==> config.mk <==
export PLATFORM = sky130hd
export DESIGN_NAME = multicycle_ctrl
export DESIGN_NICKNAME = d
export VERILOG_FILES = /design/src/rtl/multicycle_ctrl.sv
export SDC_FILE = /design/constraint.sdc
export NUM_CORES = 1
export LEC_CHECK = 0
export BUFFER_PORTS_ARGS = -buffer_cell sky130_fd_sc_hd__buf_2
export CAP_MARGIN = 10
export CORE_MARGIN = 5
export CORE_UTILIZATION = 50
export DETAILED_ROUTE_END_ITERATION = 10
export PLACE_DENSITY = 0.82
export SETUP_SLACK_MARGIN = 0.4
export SYNTH_ARGS = -nofsm -noshare
export SYNTH_HDL_FRONTEND = slang
export SYNTH_SLANG_ARGS = --single-unit
==> constraint.sdc <==
create_clock -name clk -period 1.85 [get_ports clk]
set_input_delay 0.0925 -clock clk [delete_from_list [all_inputs] [get_ports clk]]
set_output_delay 0.0925 -clock clk [all_outputs]
set_load 0.005 [all_outputs]
==> src/rtl/multicycle_ctrl.sv <==
`default_nettype none
// ============================================================================
// Module   : multicycle_ctrl
// Brief    : Multicycle CPU control FSM with wait-state fetch, data-memory
//            handshake timeout, protected writeback and level interrupts.
// Revision : 1.0
// ============================================================================
module multicycle_ctrl #(
    parameter int          FETCH_WAIT   = 1,
    parameter int          MEM_TIMEOUT  = 15,
    parameter logic [15:0] PROTECT_MASK = 16'hC000,
    parameter int          IRQ_EN_BIT   = 5
) (
    input  logic       clk,
    input  logic       reset,
    input  logic [3:0] opCode1,
    input  logic [3:0] opCode2,
    input  logic [3:0] conditionCode,
    input  logic [7:0] PSR,
    input  logic       mem_ready,
    input  logic       irq,
    output logic       PCEN,
    output logic       PCinstruction,
    output logic       nextInstruction,
    output logic       immediateRegEN,
    output logic       SrcB,
    output logic       zeroExtend,
    output logic       resultEN,
    output logic       PSREN,
    output logic       regWriteEN,
    output logic       updateAddress,
    output logic       writeData,
    output logic       storeReg,
    output logic       wren_a,
    output logic       BranchEN,
    output logic       JmpEN,
    output logic       JALEN,
    output logic [3:0] ALUcontrol,
    output logic [3:0] shifterControl,
    output logic [1:0] result,
    output logic       irq_ack,
    output logic       vector_sel,
    output logic       mem_err,
    output logic       illegal,
    output logic [4:0] state_o
);

    localparam logic [4:0] c_FETCH   = 5'd0;
    localparam logic [4:0] c_FWAIT   = 5'd1;
    localparam logic [4:0] c_DECODE  = 5'd2;
    localparam logic [4:0] c_RTYPEEX = 5'd3;
    localparam logic [4:0] c_RTYPEWR = 5'd4;
    localparam logic [4:0] c_ITYPEEX = 5'd5;
    localparam logic [4:0] c_ITYPEWR = 5'd6;
    localparam logic [4:0] c_SHIFTEX = 5'd7;
    localparam logic [4:0] c_SHIFTWR = 5'd8;
    localparam logic [4:0] c_MEMADR  = 5'd9;
    localparam logic [4:0] c_LBRD    = 5'd10;
    localparam logic [4:0] c_LBWR    = 5'd11;
    localparam logic [4:0] c_SBWR    = 5'd12;
    localparam logic [4:0] c_BCONDEX = 5'd13;
    localparam logic [4:0] c_JALEX   = 5'd14;
    localparam logic [4:0] c_JALWR   = 5'd15;
    localparam logic [4:0] c_JCONDEX = 5'd16;
    localparam logic [4:0] c_IRQ     = 5'd17;
    localparam logic [4:0] c_IRQWR   = 5'd18;

    localparam logic [7:0] c_FWAIT_LAST = 8'(FETCH_WAIT - 1);
    localparam logic [7:0] c_MEM_LAST   = 8'(MEM_TIMEOUT - 1);

    logic [4:0] r_state;
    logic [7:0] r_wait;
    logic       r_mem_err;
    logic       w_pass;
    logic       w_op1_illegal;
    logic       w_op2_illegal;
    logic [4:0] w_to_fetch;
    logic       w_unused_psr;

    // Interrupts are only taken on the way back to FETCH, so instructions never abort.
    assign w_to_fetch    = (irq && PSR[IRQ_EN_BIT]) ? c_IRQ : c_FETCH;
    assign w_op1_illegal = !(opCode1 inside {4'h0, 4'h1, 4'h2, 4'h3, 4'h4, 4'h5, 4'h8,
                                             4'h9, 4'hB, 4'hC, 4'hD, 4'hF});
    assign w_op2_illegal = !(opCode2 inside {4'h0, 4'h4, 4'h8, 4'hC});
    assign w_unused_psr  = &{1'b0, PSR};
    assign mem_err       = r_mem_err;
    assign state_o       = r_state;

    always_comb begin
        w_pass = 1'b0;
        case (conditionCode)
            4'h0: w_pass = PSR[4];
            4'h1: w_pass = !PSR[4];
            4'h2: w_pass = PSR[3];
            4'h3: w_pass = !PSR[3];
            4'h4: w_pass = PSR[0];
            4'h5: w_pass = !PSR[0];
            4'h6: w_pass = PSR[1];
            4'h7: w_pass = !PSR[1];
            4'h8: w_pass = PSR[2];
            4'h9: w_pass = !PSR[2];
            4'hA: w_pass = !PSR[4] && !PSR[0];
            4'hB: w_pass = PSR[4] || PSR[0];
            4'hC: w_pass = !PSR[1] && !PSR[4];
            4'hD: w_pass = PSR[4] || PSR[1];
            4'hE: w_pass = 1'b1;
            default: w_pass = 1'b0;
        endcase
    end

    always_ff @(posedge clk or negedge reset) begin
        if (!reset) begin
            r_state   <= c_FETCH;
            r_wait    <= 8'd0;
            r_mem_err <= 1'b0;
        end else begin
            r_mem_err <= 1'b0;
            r_wait    <= 8'd0;
            case (r_state)
                c_FETCH:   r_state <= (FETCH_WAIT > 0) ? c_FWAIT : c_DECODE;
                c_FWAIT: begin
                    if (r_wait == c_FWAIT_LAST) r_state <= c_DECODE;
                    else                        r_wait  <= r_wait + 8'd1;
                end
                c_DECODE: begin
                    case (opCode1)
                        4'h0:                                     r_state <= c_RTYPEEX;
                        4'h4:                                     r_state <= c_MEMADR;
                        4'h8, 4'hF:                               r_state <= c_SHIFTEX;
                        4'h1, 4'h2, 4'h3, 4'h5, 4'h9, 4'hB, 4'hD: r_state <= c_ITYPEEX;
                        4'hC:                                     r_state <= c_BCONDEX;
                        default:                                  r_state <= w_to_fetch;
                    endcase
                end
                c_MEMADR: begin
                    case (opCode2)
                        4'h0:    r_state <= c_LBRD;
                        4'h4:    r_state <= c_SBWR;
                        4'h8:    r_state <= c_JALEX;
                        4'hC:    r_state <= c_JCONDEX;
                        default: r_state <= w_to_fetch;
                    endcase
                end
                c_LBRD, c_SBWR: begin
                    if (mem_ready) begin
                        r_state <= (r_state == c_LBRD) ? c_LBWR : w_to_fetch;
                    end else if (r_wait == c_MEM_LAST) begin
                        r_state   <= w_to_fetch;
                        r_mem_err <= 1'b1;
                    end else begin
                        r_wait <= r_wait + 8'd1;
                    end
                end
                c_RTYPEEX: r_state <= c_RTYPEWR;
                c_ITYPEEX: r_state <= c_ITYPEWR;
                c_SHIFTEX: r_state <= c_SHIFTWR;
                c_JALEX:   r_state <= c_JALWR;
                c_IRQ:     r_state <= c_IRQWR;
                c_RTYPEWR, c_ITYPEWR, c_SHIFTWR, c_LBWR, c_BCONDEX,
                c_JALWR, c_JCONDEX, c_IRQWR: r_state <= w_to_fetch;
                default:   r_state <= c_FETCH;
            endcase
        end
    end

    always_comb begin
        PCEN = 1'b0;          PCinstruction = 1'b0;  nextInstruction = 1'b0;
        immediateRegEN = 1'b0; SrcB = 1'b1;          zeroExtend = 1'b1;
        resultEN = 1'b0;      PSREN = 1'b0;          regWriteEN = 1'b0;
        updateAddress = 1'b1; writeData = 1'b1;      storeReg = 1'b0;
        wren_a = 1'b0;        BranchEN = 1'b0;       JmpEN = 1'b0;
        JALEN = 1'b0;         ALUcontrol = 4'h5;     shifterControl = 4'h0;
        result = 2'd1;        irq_ack = 1'b0;        vector_sel = 1'b0;
        illegal = 1'b0;
        case (r_state)
            c_FETCH: begin
                PCEN = 1'b1; PCinstruction = 1'b1; nextInstruction = 1'b1;
            end
            c_FWAIT: nextInstruction = 1'b1;
            c_DECODE: begin
                SrcB           = 1'b0;
                immediateRegEN = 1'b1;
                zeroExtend     = opCode1 inside {4'h1, 4'h2, 4'h3, 4'hD};
                illegal        = w_op1_illegal;
            end
            c_MEMADR:  illegal = w_op2_illegal;
            c_LBRD:    updateAddress = 1'b0;
            c_LBWR: begin
                writeData = 1'b0; regWriteEN = 1'b1;
            end
            c_SBWR: begin
                storeReg = 1'b1; updateAddress = 1'b0; wren_a = 1'b1;
            end
            c_RTYPEEX: begin
                ALUcontrol = opCode2;
                PSREN      = (opCode2 != 4'h0);
                resultEN   = (opCode2 != 4'h0);
            end
            c_RTYPEWR: regWriteEN = (opCode2 != 4'hB) && !PROTECT_MASK[conditionCode];
            c_ITYPEEX: begin
                ALUcontrol = opCode1; SrcB = 1'b0; PSREN = 1'b1; resultEN = 1'b1;
            end
            c_ITYPEWR: regWriteEN = (opCode1 != 4'hB) && !PROTECT_MASK[conditionCode];
            c_SHIFTEX: begin
                result   = 2'd0;
                resultEN = 1'b1;
                if (opCode1 == 4'hF) begin
                    SrcB = 1'b0; shifterControl = 4'hF;
                end else begin
                    SrcB = (opCode2 == 4'h4); shifterControl = opCode2;
                end
            end
            c_SHIFTWR: regWriteEN = 1'b1;
            c_BCONDEX: begin
                BranchEN = w_pass; PCinstruction = 1'b1; PCEN = 1'b1;
                SrcB = 1'b0; zeroExtend = 1'b0;
            end
            c_JCONDEX: begin
                JmpEN = w_pass; PCinstruction = 1'b1; PCEN = 1'b1;
            end
            c_JALEX: begin
                JALEN = 1'b1; PCinstruction = 1'b1; PCEN = 1'b1;
                result = 2'd3; resultEN = 1'b1;
            end
            c_JALWR:   regWriteEN = 1'b1;
            c_IRQ: begin
                irq_ack = 1'b1; vector_sel = 1'b1; JALEN = 1'b1; PCEN = 1'b1;
                result = 2'd3; resultEN = 1'b1;
            end
            c_IRQWR: begin
                vector_sel = 1'b1; regWriteEN = 1'b1;
            end
            default: ;
        endcase
    end

endmodule
`default_nettype wire

==> impl_metrics.env, run 1 <==
export IMPL_status="complete, but fails checks"
export IMPL_violations="setup timing"
export IMPL_slew_viol_final=0
export IMPL_antenna_found_initial=0
export IMPL_maxSlewHeadroom=0.639
export IMPL_sw_frac_of_total=0.487
export IMPL_path_cells="buf_6, buf_4, buf_4, o21ai_4, nor4_1, nor2_1, o211ai_1, mux2_4"
export IMPL_critPathTopFamily="flip-flops"
export IMPL_grt_pass1_vias=2098
export IMPL_power_switching_mw=1.68
export IMPL_cts_buffers=3
export IMPL_synth_nets=250
export IMPL_synth_distinct_cells=54
export IMPL_clkPwrFrac=0.068
export IMPL_tightest_slew_ns=0.535
export IMPL_wl_per_cell_um=26.5
export IMPL_drt_wl_total_mm=9.63
export IMPL_cp_end_kind="flip-flop"
export IMPL_antenna_left=0
export IMPL_p_leak_nw=1.24
export IMPL_slowest_delay_ns=0.51
export IMPL_layout_worst_path_cycle_share=1.12
export IMPL_worstPathMaxFanout=6
export IMPL_drt_iter0_markers=361
export IMPL_area_growth_pct=80.4
export IMPL_synth_async_reset_ratio=1.00
export IMPL_grt_max_degree=15
export IMPL_die_w_um=66.0
export IMPL_clk_pin_slew_worst_paths_ns=0.09
export IMPL_die_h_um=66.0
export IMPL_finalHoldViolations=0
export IMPL_cp_start_kind="flip-flop"
export IMPL_clock_latency_ns=0.30
export IMPL_place_hpwl_mm=3.71
export IMPL_rsz0062_at_grt="yes"
export IMPL_routed_via_density=7.15
export IMPL_synth_flop_cell="dfrtp_1"
export IMPL_placed_cells=325
export IMPL_cts_tree="yes"
export IMPL_crit_required_ns=2.04
export IMPL_crit_buf_inv=3
export IMPL_finish_utilization=0.935
export IMPL_rows=20
export IMPL_h_tree_depth=1
export IMPL_clock_skew_ns=0.00609
export IMPL_synth_edff_count=0
export IMPL_total_power_mw=3.45
export IMPL_ys_ff_latch=14
export IMPL_layout_common_cells="buf_2, buf_4, buf_6, nor2_1, nand2_1"
export IMPL_max_freq_mhz=483
export IMPL_diodes=0
export IMPL_worst_slack_ns=-0.219
export IMPL_start_util=0.518
export IMPL_crit_top_cell="buf_4"
export IMPL_final_nets=348
export IMPL_cpMaxStageDelayCell="dfrtp_2"
export IMPL_ios=59
export IMPL_syn_inst=223
export IMPL_final_common_cell="buf_2"
export IMPL_via_count=2604
export IMPL_comb_power_share=0.790
export IMPL_yosysWarnings=0
export IMPL_maxCapViolCount=0
export IMPL_crit_arrival_ns=2.25
export IMPL_fp_dieArea_um2=4360
export IMPL_cts_max_path_buffers=2
export IMPL_gp_congestion=0.883
export IMPL_holdWs_ns=0.130
export IMPL_avgSynthCellArea_um2=7.04
export IMPL_port_buffers=56
export IMPL_grt_remaining_overflow=0
export IMPL_grt_usage=0.311
export IMPL_cts_sinks=14
export IMPL_cts_root_buffer="clkbuf_4"
export IMPL_final_setup_tns_ns=-1.67
export IMPL_setup_violations=23
export IMPL_min_period_ns=2.07
export IMPL_grt_pass1_wl_mm=10.3
export IMPL_fin_cells=364
export IMPL_core_area_um2=3030
export IMPL_drive_gt1_frac=0.575
export IMPL_power_share_sequential=0.142
export IMPL_peakVddDrop_v=0.000789
export IMPL_power_density_nw_per_um2=1220
export IMPL_drc=0
export IMPL_hold_class="in -> reg"
export IMPL_intPower_mw=1.77
export IMPL_ys_seq_area_frac=0.223
export IMPL_critPathKind="reg -> reg"
export IMPL_dr_pass1_iters=7
export IMPL_netlist_area_um2=1570
-- worst reg2reg max path, delay by kind of cell (launching register included) --
kind,cells,cell delay (ns)
AO/OA/AOI/OAI,2,0.36
flip-flops,1,0.51
buffers and inverters,3,0.47
AND/OR/NAND/NOR,2,0.34
multiplexers,1,0.29
-- through the flow --
stage / cell area (um2) / setup WS, ns
final: 2830 / -0.219
after detailed placement: 1990 / 0.0131
after floorplan: 1600 / 0.217
after global placement: 1990 / 0.0882
after CTS: 2450 / 0.0465
after global routing: 2830 / -0.229
-- path summary, 6_finish.rpt --
path / start / end / slack (ns) / cells past startpoint
hold reg to reg: r_wait[0] / r_wait[0] / 0.56 / 1
setup reg to reg: state_o[2] / state_o[1] / -0.22 / 8
setup / recovery: state_o[2] / state_o[1] / -0.22 / 8
min in group asynchronous: reset / mem_err / 0.25 / 2
hold / removal: mem_ready / mem_err / 0.13 / 2
max in group asynchronous: reset / state_o[4] / 1.32 / 2
-- state kept, by name, summed over array words and instances, names as in the netlist --
name and cells:
mem_err 1, r_wait 8, state_o 5
-- routing by layer --
metal,track usage,share of wire
met1,0.372,0.32
met5,0,0
met4,0.124,0.098
met2,0.539,0.44
met3,0.0629,0.14
-- cells by family (layout without fill, tap and decap cells) --
family,Yosys count,in the layout,synth area share
mux,1,1,0.00718
fa+ha+maj,3,3,0.0239
simple gates,105,105,0.345
xor+xnor,9,9,0.0502
compound gates,61,61,0.266
flops,14,14,0.223
buf+inv,30,127,0.0837
-- final cells by class --
cell class	instances	area [um2]
sequential	14	357
inverter	13	51.3
fill	104	198
timing repair buffer	110	820
clock buffer	4	36.3
multi-input combinational	179	1510
tap	44	55.1
-- power groups by stage --
stage                     Sequential [mW]  Combinational [mW]  Clock (mW)
after floorplan                     0.410               0.814           0
after global placement              0.456                1.25           0
after detailed placement            0.461                1.27           0
after CTS                           0.459                1.88       0.230
after global routing                0.491                2.79       0.250
final                               0.492                2.73       0.235
-- cell usage after synthesis (all sizes together), types with 3 or more instances --
library cell,count,area share
a21oi,14,0.045
a32oi,3,0.017
and2,4,0.016
and3,3,0.012
buf,11,0.038
clkbuf,6,0.014
dfrtp,14,0.22
ha,3,0.024
inv,13,0.031
nand2,18,0.043
nand2b,4,0.016
nand3,6,0.019
nand3b,3,0.014
nand4,5,0.020
nor2,31,0.074
nor2b,6,0.024
nor3,6,0.019
nor3b,3,0.014
nor4,5,0.020
o21ai,16,0.051
o221ai,3,0.017
or3,4,0.016
xor2,7,0.039
-- timing repair --
item	4_1_cts	5_1_grt
endpoints found under the hold margin	14	0
pin swaps	9	17
gates resized for setup	68	56
endpoints found under the setup margin	43	43
hold buffers	1	0
setup buffers	15	19
No activity file was read; power rests on OpenSTA's default activity.
==> run 2, diff against run 1 <==
--- a/config.mk
+++ b/config.mk
@@ -8,9 +8,9 @@
 export BUFFER_PORTS_ARGS = -buffer_cell sky130_fd_sc_hd__buf_2
 export CAP_MARGIN = 10
 export CORE_MARGIN = 5
-export CORE_UTILIZATION = 50
+export CORE_UTILIZATION = 53
 export DETAILED_ROUTE_END_ITERATION = 10
-export PLACE_DENSITY = 0.82
+export PLACE_DENSITY = 0.86
 export SETUP_SLACK_MARGIN = 0.4
 export SYNTH_ARGS = -nofsm -noshare
 export SYNTH_HDL_FRONTEND = slang
==> constraint.sdc (replaced) <==
create_clock -name clk -period 2.65 [get_ports clk]
set_input_delay 0.1325 -clock clk [delete_from_list [all_inputs] [get_ports clk]]
set_output_delay 0.1325 -clock clk [all_outputs]
set_load 0.005 [all_outputs]
==> run 2 against run 1 <==
  * The run now ends clean
  * Wire length shrank 56%
  * Sequential power decreased by 26%
  * Combinational power decreased by 73%
  * Via count decreased by 29%
  * Cell count shrank 18%
  * Worst setup slack improved by 0.79 ns
  * Core utilization down 27 points
  * Die area decreased by 4.8%
  * Sequential share of layout area increased by 6.4 points
  * Largest cell class unchanged
  * Largest power group unchanged
==> impl_metrics.env, run 2 (synthesis results as in run 1) <==
export IMPL_status="finished, final reports clean"
export IMPL_cp_end_kind="output pin"
export IMPL_cts_sinks=14
export IMPL_place_hpwl_mm=3.32
export IMPL_final_setup_tns_ns=0
export IMPL_layout_worst_path_cycle_share=0.786
export IMPL_min_period_ns=2.08
export IMPL_layout_common_cells="buf_2, nor2_1, nand2_1, o21ai_0, a21oi_1"
export IMPL_grt_pass1_vias=1618
export IMPL_start_util=0.559
export IMPL_cp_start_kind="flip-flop"
export IMPL_crit_end="ALUcontrol[2]"
export IMPL_rows=19
export IMPL_p_leak_nw=0.862
export IMPL_critPathKind="reg -> out"
export IMPL_drive_gt1_frac=0.279
export IMPL_grt_usage=0.209
export IMPL_gp_congestion=0.917
export IMPL_worstPathMaxFanout=11
export IMPL_peakVddDrop_v=0.000292
export IMPL_total_power_mw=1.21
export IMPL_antenna_left=0
export IMPL_core_area_um2=2810
export IMPL_area_growth_pct=19.5
export IMPL_n_fill_cell=256
export IMPL_grt_pass1_wl_mm=7.22
export IMPL_timing_rr_start="state_o[1]"
export IMPL_crit_arrival_ns=1.95
export IMPL_drc=0
export IMPL_slew_viol_final=0
export IMPL_worstSetupStartpoint="state_o[4]"
export IMPL_r2r_slack_ns=0.59
export IMPL_max_freq_mhz=480
export IMPL_port_buffers=56
export IMPL_drt_iter0_markers=91
export IMPL_wl_per_cell_um=14.2
export IMPL_ios=59
export IMPL_worst_r2r_path_depth=5
export IMPL_power_density_nw_per_um2=647
export IMPL_setup_violations=0
export IMPL_routed_via_density=6.14
export IMPL_tightest_slew_ns=0.506
export IMPL_crit_required_ns=2.52
export IMPL_die_w_um=64.4
export IMPL_r2r_end="state_o[4]"
export IMPL_hold_class="in -> reg"
export IMPL_rsz0062_at_grt="yes"
export IMPL_clk_pin_slew_worst_paths_ns=0.07
export IMPL_cts_max_path_buffers=2
export IMPL_cts_root_buffer="clkbuf_4"
export IMPL_cts_buffers=3
export IMPL_diodes=0
export IMPL_clock_latency_ns=0.27
export IMPL_grt_max_degree=21
export IMPL_dr_pass1_iters=4
export IMPL_finalHoldViolations=0
export IMPL_die_h_um=64.4
export IMPL_maxCapViolCount=0
export IMPL_via_count=1843
export IMPL_final_nets=298
export IMPL_h_tree_depth=1
export IMPL_fp_dieArea_um2=4150
export IMPL_maxSlewHeadroom=0.660
export IMPL_cts_tree="yes"
export IMPL_clock_skew_ns=0.00102
export IMPL_grt_remaining_overflow=0
export IMPL_largest_reg_flops=8
export IMPL_drt_wl_total_mm=4.26
export IMPL_final_common_cell="buf_2"
export IMPL_top_register="r_wait"
export IMPL_antenna_found_initial=0
-- run 2: cell count changes in the layout (fill, tap and decap cells not counted), sizes merged --
| cell | delta |
|---|---|
| buf | -50 |
| clkbuf | -1 |
-- run 2: worst max-delay path, stage by stage (launching register included) --
cell and delay (ns):
dfrtp_1 0.49, buf_4 0.21, or3_1 0.43, nor2_2 0.22
a22oi_1 0.11, o21ai_0 0.09, buf_2 0.13
-- run 2: power breakdown --
part	internal (mW)	switching (mW)	total, mW
clock	0.0526	0.0592	0.112
sequential	0.247	0.117	0.364
combinational	0.337	0.401	0.738
-- run 2: worst min path at each step --
stage | from | endpoint | cells after the start
floorplan | reset | mem_err | 0
global placement | reset | r_wait[6] | 1
detailed placement | reset | r_wait[6] | 1
CTS | mem_ready | mem_err | 2
global route | mem_ready | mem_err | 2
finish | mem_ready | mem_err | 2
-- run 2: what timing repair did --
action,in CTS,in global routing
setup buffers,0,0
endpoints found under the setup margin,4,10
resized for setup,1,6
endpoints found under the hold margin,14,0
hold buffers,1,0
-- run 2: metrics by stage --
| step | worst slack [ns] | hold WS (ns) | cells | util | cell area, um2 |
|---|---|---|---|---|---|
| 5_1_grt | 0.402 | 0.0808 | 300 | 0.669 | 1880 |
| 3_5_place_dp | 0.534 | 0.0418 | 296 | 0.652 | 1830 |
| 2_1_floorplan | 0.951 | -0.163 | 223 | - | 1570 |
| 4_1_cts | 0.442 | 0.0762 | 300 | 0.664 | 1860 |
| 6_report | 0.568 | 0.0869 | 300 | 0.669 | 1880 |
| 3_3_place_gp | 0.627 | 0.0316 | 296 | 0.652 | 1830 |
-- run 2: routing by layer --
layer  wire length, um  up-vias  global-route usage
li1                  -      900                   -
met1              1780      853               0.278
met2              2070       88               0.358
met3               393        2              0.0415
met4                 7        0              0.0369
met5                 0        -                   0
-- run 2: layout make-up --
cell class | count | area, um2 | area share
tap | 31 | 38.8 | 0.0207
inverter | 13 | 48.8 | 0.0260
sequential | 14 | 357 | 0.190
multi-input combinational | 179 | 1100 | 0.584
clock buffer | 3 | 22.5 | 0.0120
timing repair buffer | 60 | 313 | 0.167
==> run 3, diff against run 2 <==
--- a/config.mk
+++ b/config.mk
@@ -8,9 +8,9 @@
 export BUFFER_PORTS_ARGS = -buffer_cell sky130_fd_sc_hd__buf_2
 export CAP_MARGIN = 10
 export CORE_MARGIN = 5
-export CORE_UTILIZATION = 53
+export CORE_UTILIZATION = 50
 export DETAILED_ROUTE_END_ITERATION = 10
-export PLACE_DENSITY = 0.86
+export PLACE_DENSITY = 0.82
 export SETUP_SLACK_MARGIN = 0.4
 export SYNTH_ARGS = -nofsm -noshare
 export SYNTH_HDL_FRONTEND = slang
==> constraint.sdc (replaced) <==
create_clock -name clk -period 2.1 [get_ports clk]
set_input_delay 0.105 -clock clk [delete_from_list [all_inputs] [get_ports clk]]
set_output_delay 0.105 -clock clk [all_outputs]
set_load 0.005 [all_outputs]
==> run 3 against run 2 <==
  * Clock power rose by 80%
  * Register-to-register slack got worse by 0.38 ns
  * Sequential share of layout area fell by 4.3 points
  * Count of clock-buffer cells in the layout rose by 1
==> impl_metrics.env, run 3 (synthesis results as in run 1) <==
export IMPL_status="finished, final reports clean"
export IMPL_fp_dieArea_um2=4360
export IMPL_drive_gt1_frac=0.461
export IMPL_max_freq_mhz=521
export IMPL_port_buffers=56
export IMPL_drt_wl_total_mm=6.53
export IMPL_top_register="r_wait"
export IMPL_intPower_mw=1.26
export IMPL_clock_skew_ns=0.0103
export IMPL_cts_sinks=14
export IMPL_n_fill_cell=204
export IMPL_clock_latency_ns=0.30
export IMPL_grt_remaining_overflow=0
export IMPL_path_cells="nand2b_4, buf_6, nor2_4, a21oi_1, o21ai_1, nand2b_1, buf_2"
export IMPL_crit_arrival_ns=1.81
export IMPL_drc=0
export IMPL_grt_pass1_wl_mm=8.91
export IMPL_rows=20
export IMPL_die_w_um=66.0
export IMPL_core_area_um2=3030
export IMPL_largest_reg_flops=8
export IMPL_power_switching_mw=1.15
export IMPL_layout_common_cells="buf_2, nor2_1, buf_4, nand2_1, a21oi_1"
export IMPL_power_density_nw_per_um2=997
export IMPL_wl_per_cell_um=18.8
export IMPL_antenna_found_initial=0
export IMPL_cts_max_path_buffers=2
export IMPL_maxCapViolCount=0
export IMPL_grt_max_degree=15
export IMPL_p_leak_nw=1.09
export IMPL_clkPwrFrac=0.083
export IMPL_finalHoldViolations=0
export IMPL_maxSlewHeadroom=0.740
export IMPL_hold_class="in -> reg"
export IMPL_via_count=2164
export IMPL_power_share_sequential=0.169
export IMPL_sw_frac_of_total=0.477
export IMPL_grt_usage=0.260
export IMPL_cp_end_kind="output pin"
export IMPL_post_place_ws_ns=0.226
export IMPL_slowest_delay_ns=0.48
export IMPL_grt_pass1_vias=1982
export IMPL_crit_required_ns=2.00
export IMPL_final_nets=332
export IMPL_cts_tree="yes"
export IMPL_min_period_ns=1.92
export IMPL_layout_worst_path_cycle_share=0.914
export IMPL_place_hpwl_mm=3.43
export IMPL_drt_iter0_markers=202
export IMPL_tightest_slew_ns=0.389
export IMPL_h_tree_depth=1
export IMPL_final_common_cell="buf_2"
export IMPL_cpMaxStageDelayCell="dfrtp_2"
export IMPL_area_growth_pct=54.7
export IMPL_critPathKind="reg -> out"
export IMPL_worst_slack_ns=0.181
export IMPL_rsz0062_at_grt="yes"
export IMPL_routed_via_density=6.22
export IMPL_final_setup_tns_ns=0
export IMPL_start_util=0.518
export IMPL_gp_congestion=0.925
export IMPL_cp_start_kind="flip-flop"
export IMPL_setup_violations=0
export IMPL_cts_root_buffer="clkbuf_4"
export IMPL_die_h_um=66.0
export IMPL_clk_pin_slew_worst_paths_ns=0.09
export IMPL_ios=59
export IMPL_slew_viol_final=0
export IMPL_r2r_slack_ns=0.21
export IMPL_cts_buffers=3
export IMPL_diodes=0
export IMPL_antenna_left=0
export IMPL_worstPathMaxFanout=5
export IMPL_peakVddDrop_v=0.000582
export IMPL_dr_pass1_iters=5
export IMPL_comb_power_share=0.747
==> run 3: cell types whose count changed in the layout (fill, tap and decap cells not counted), sizes merged <==
cell	before	now
buf	59	93
clkbuf	3	4
==> run 3: path summary, 6_finish.rpt <==
path                             from    endpoint  cells after the start
setup / recovery           state_o[4]        PCEN                      7
hold / removal              mem_ready     mem_err                      2
setup reg to reg           state_o[4]  state_o[4]                      6
hold reg to reg             r_wait[0]   r_wait[0]                      1
max in group asynchronous       reset  state_o[1]                      2
min in group asynchronous       reset     mem_err                      2
==> run 3: routing by layer <==
layer | global-route usage | part of all wire | wire length [um]
met4 | 0.102 | 0.053 | 344
met3 | 0.0561 | 0.10 | 659
met5 | 0 | 0 | 0
met1 | 0.309 | 0.38 | 2470
met2 | 0.452 | 0.47 | 3060
==> run 3: timing repair <==
item	in CTS	in global routing
setup buffers	19	6
gates resized for setup	52	21
pin swaps	9	10
endpoints found under the setup margin	40	40
gates cloned	0	0
hold endpoints to repair	14	0
hold buffers	1	0
==> run 3: power groups by stage <==
stage | combinational [mW] | sequential (mW) | clock (mW)
floorplan | 0.687 | 0.355 | 0
global placement | 1.02 | 0.418 | 0
detailed placement | 1.02 | 0.418 | 0
CTS | 1.50 | 0.390 | 0.202
global route | 1.90 | 0.412 | 0.214
finish | 1.81 | 0.410 | 0.202
==> run 3: through the flow <==
step                      instance area, um2  std cells  power, mW  utilization  hold slack [ns]
after floorplan                         1570        223       1.04            -           -0.191
after global placement                  1910        318       1.44        0.631           0.0104
after detailed placement                1910        318       1.44        0.631           0.0154
after CTS                               2300        342       2.09        0.760           0.0220
after global routing                    2430        348       2.53        0.802           0.0590
final                                   2430        348       2.42        0.802           0.0426
==> run 3: final cells by class <==
class                      instances  area (um2)  share of cell area
clock buffer                       4        36.3              0.0149
inverter                          13        48.8              0.0201
multi-input combinational        179        1310               0.539
sequential                        14         357               0.147
tap                               44        55.1              0.0227
timing repair buffer              94         623               0.257
==> run 3: worst max-delay path, delay by kind of cell, from the launching register on <==
kind / cells / cell delay, ns
buf+inv: 2 / 0.25
compound gates: 2 / 0.30
simple gates: 3 / 0.48
flops: 1 / 0.48
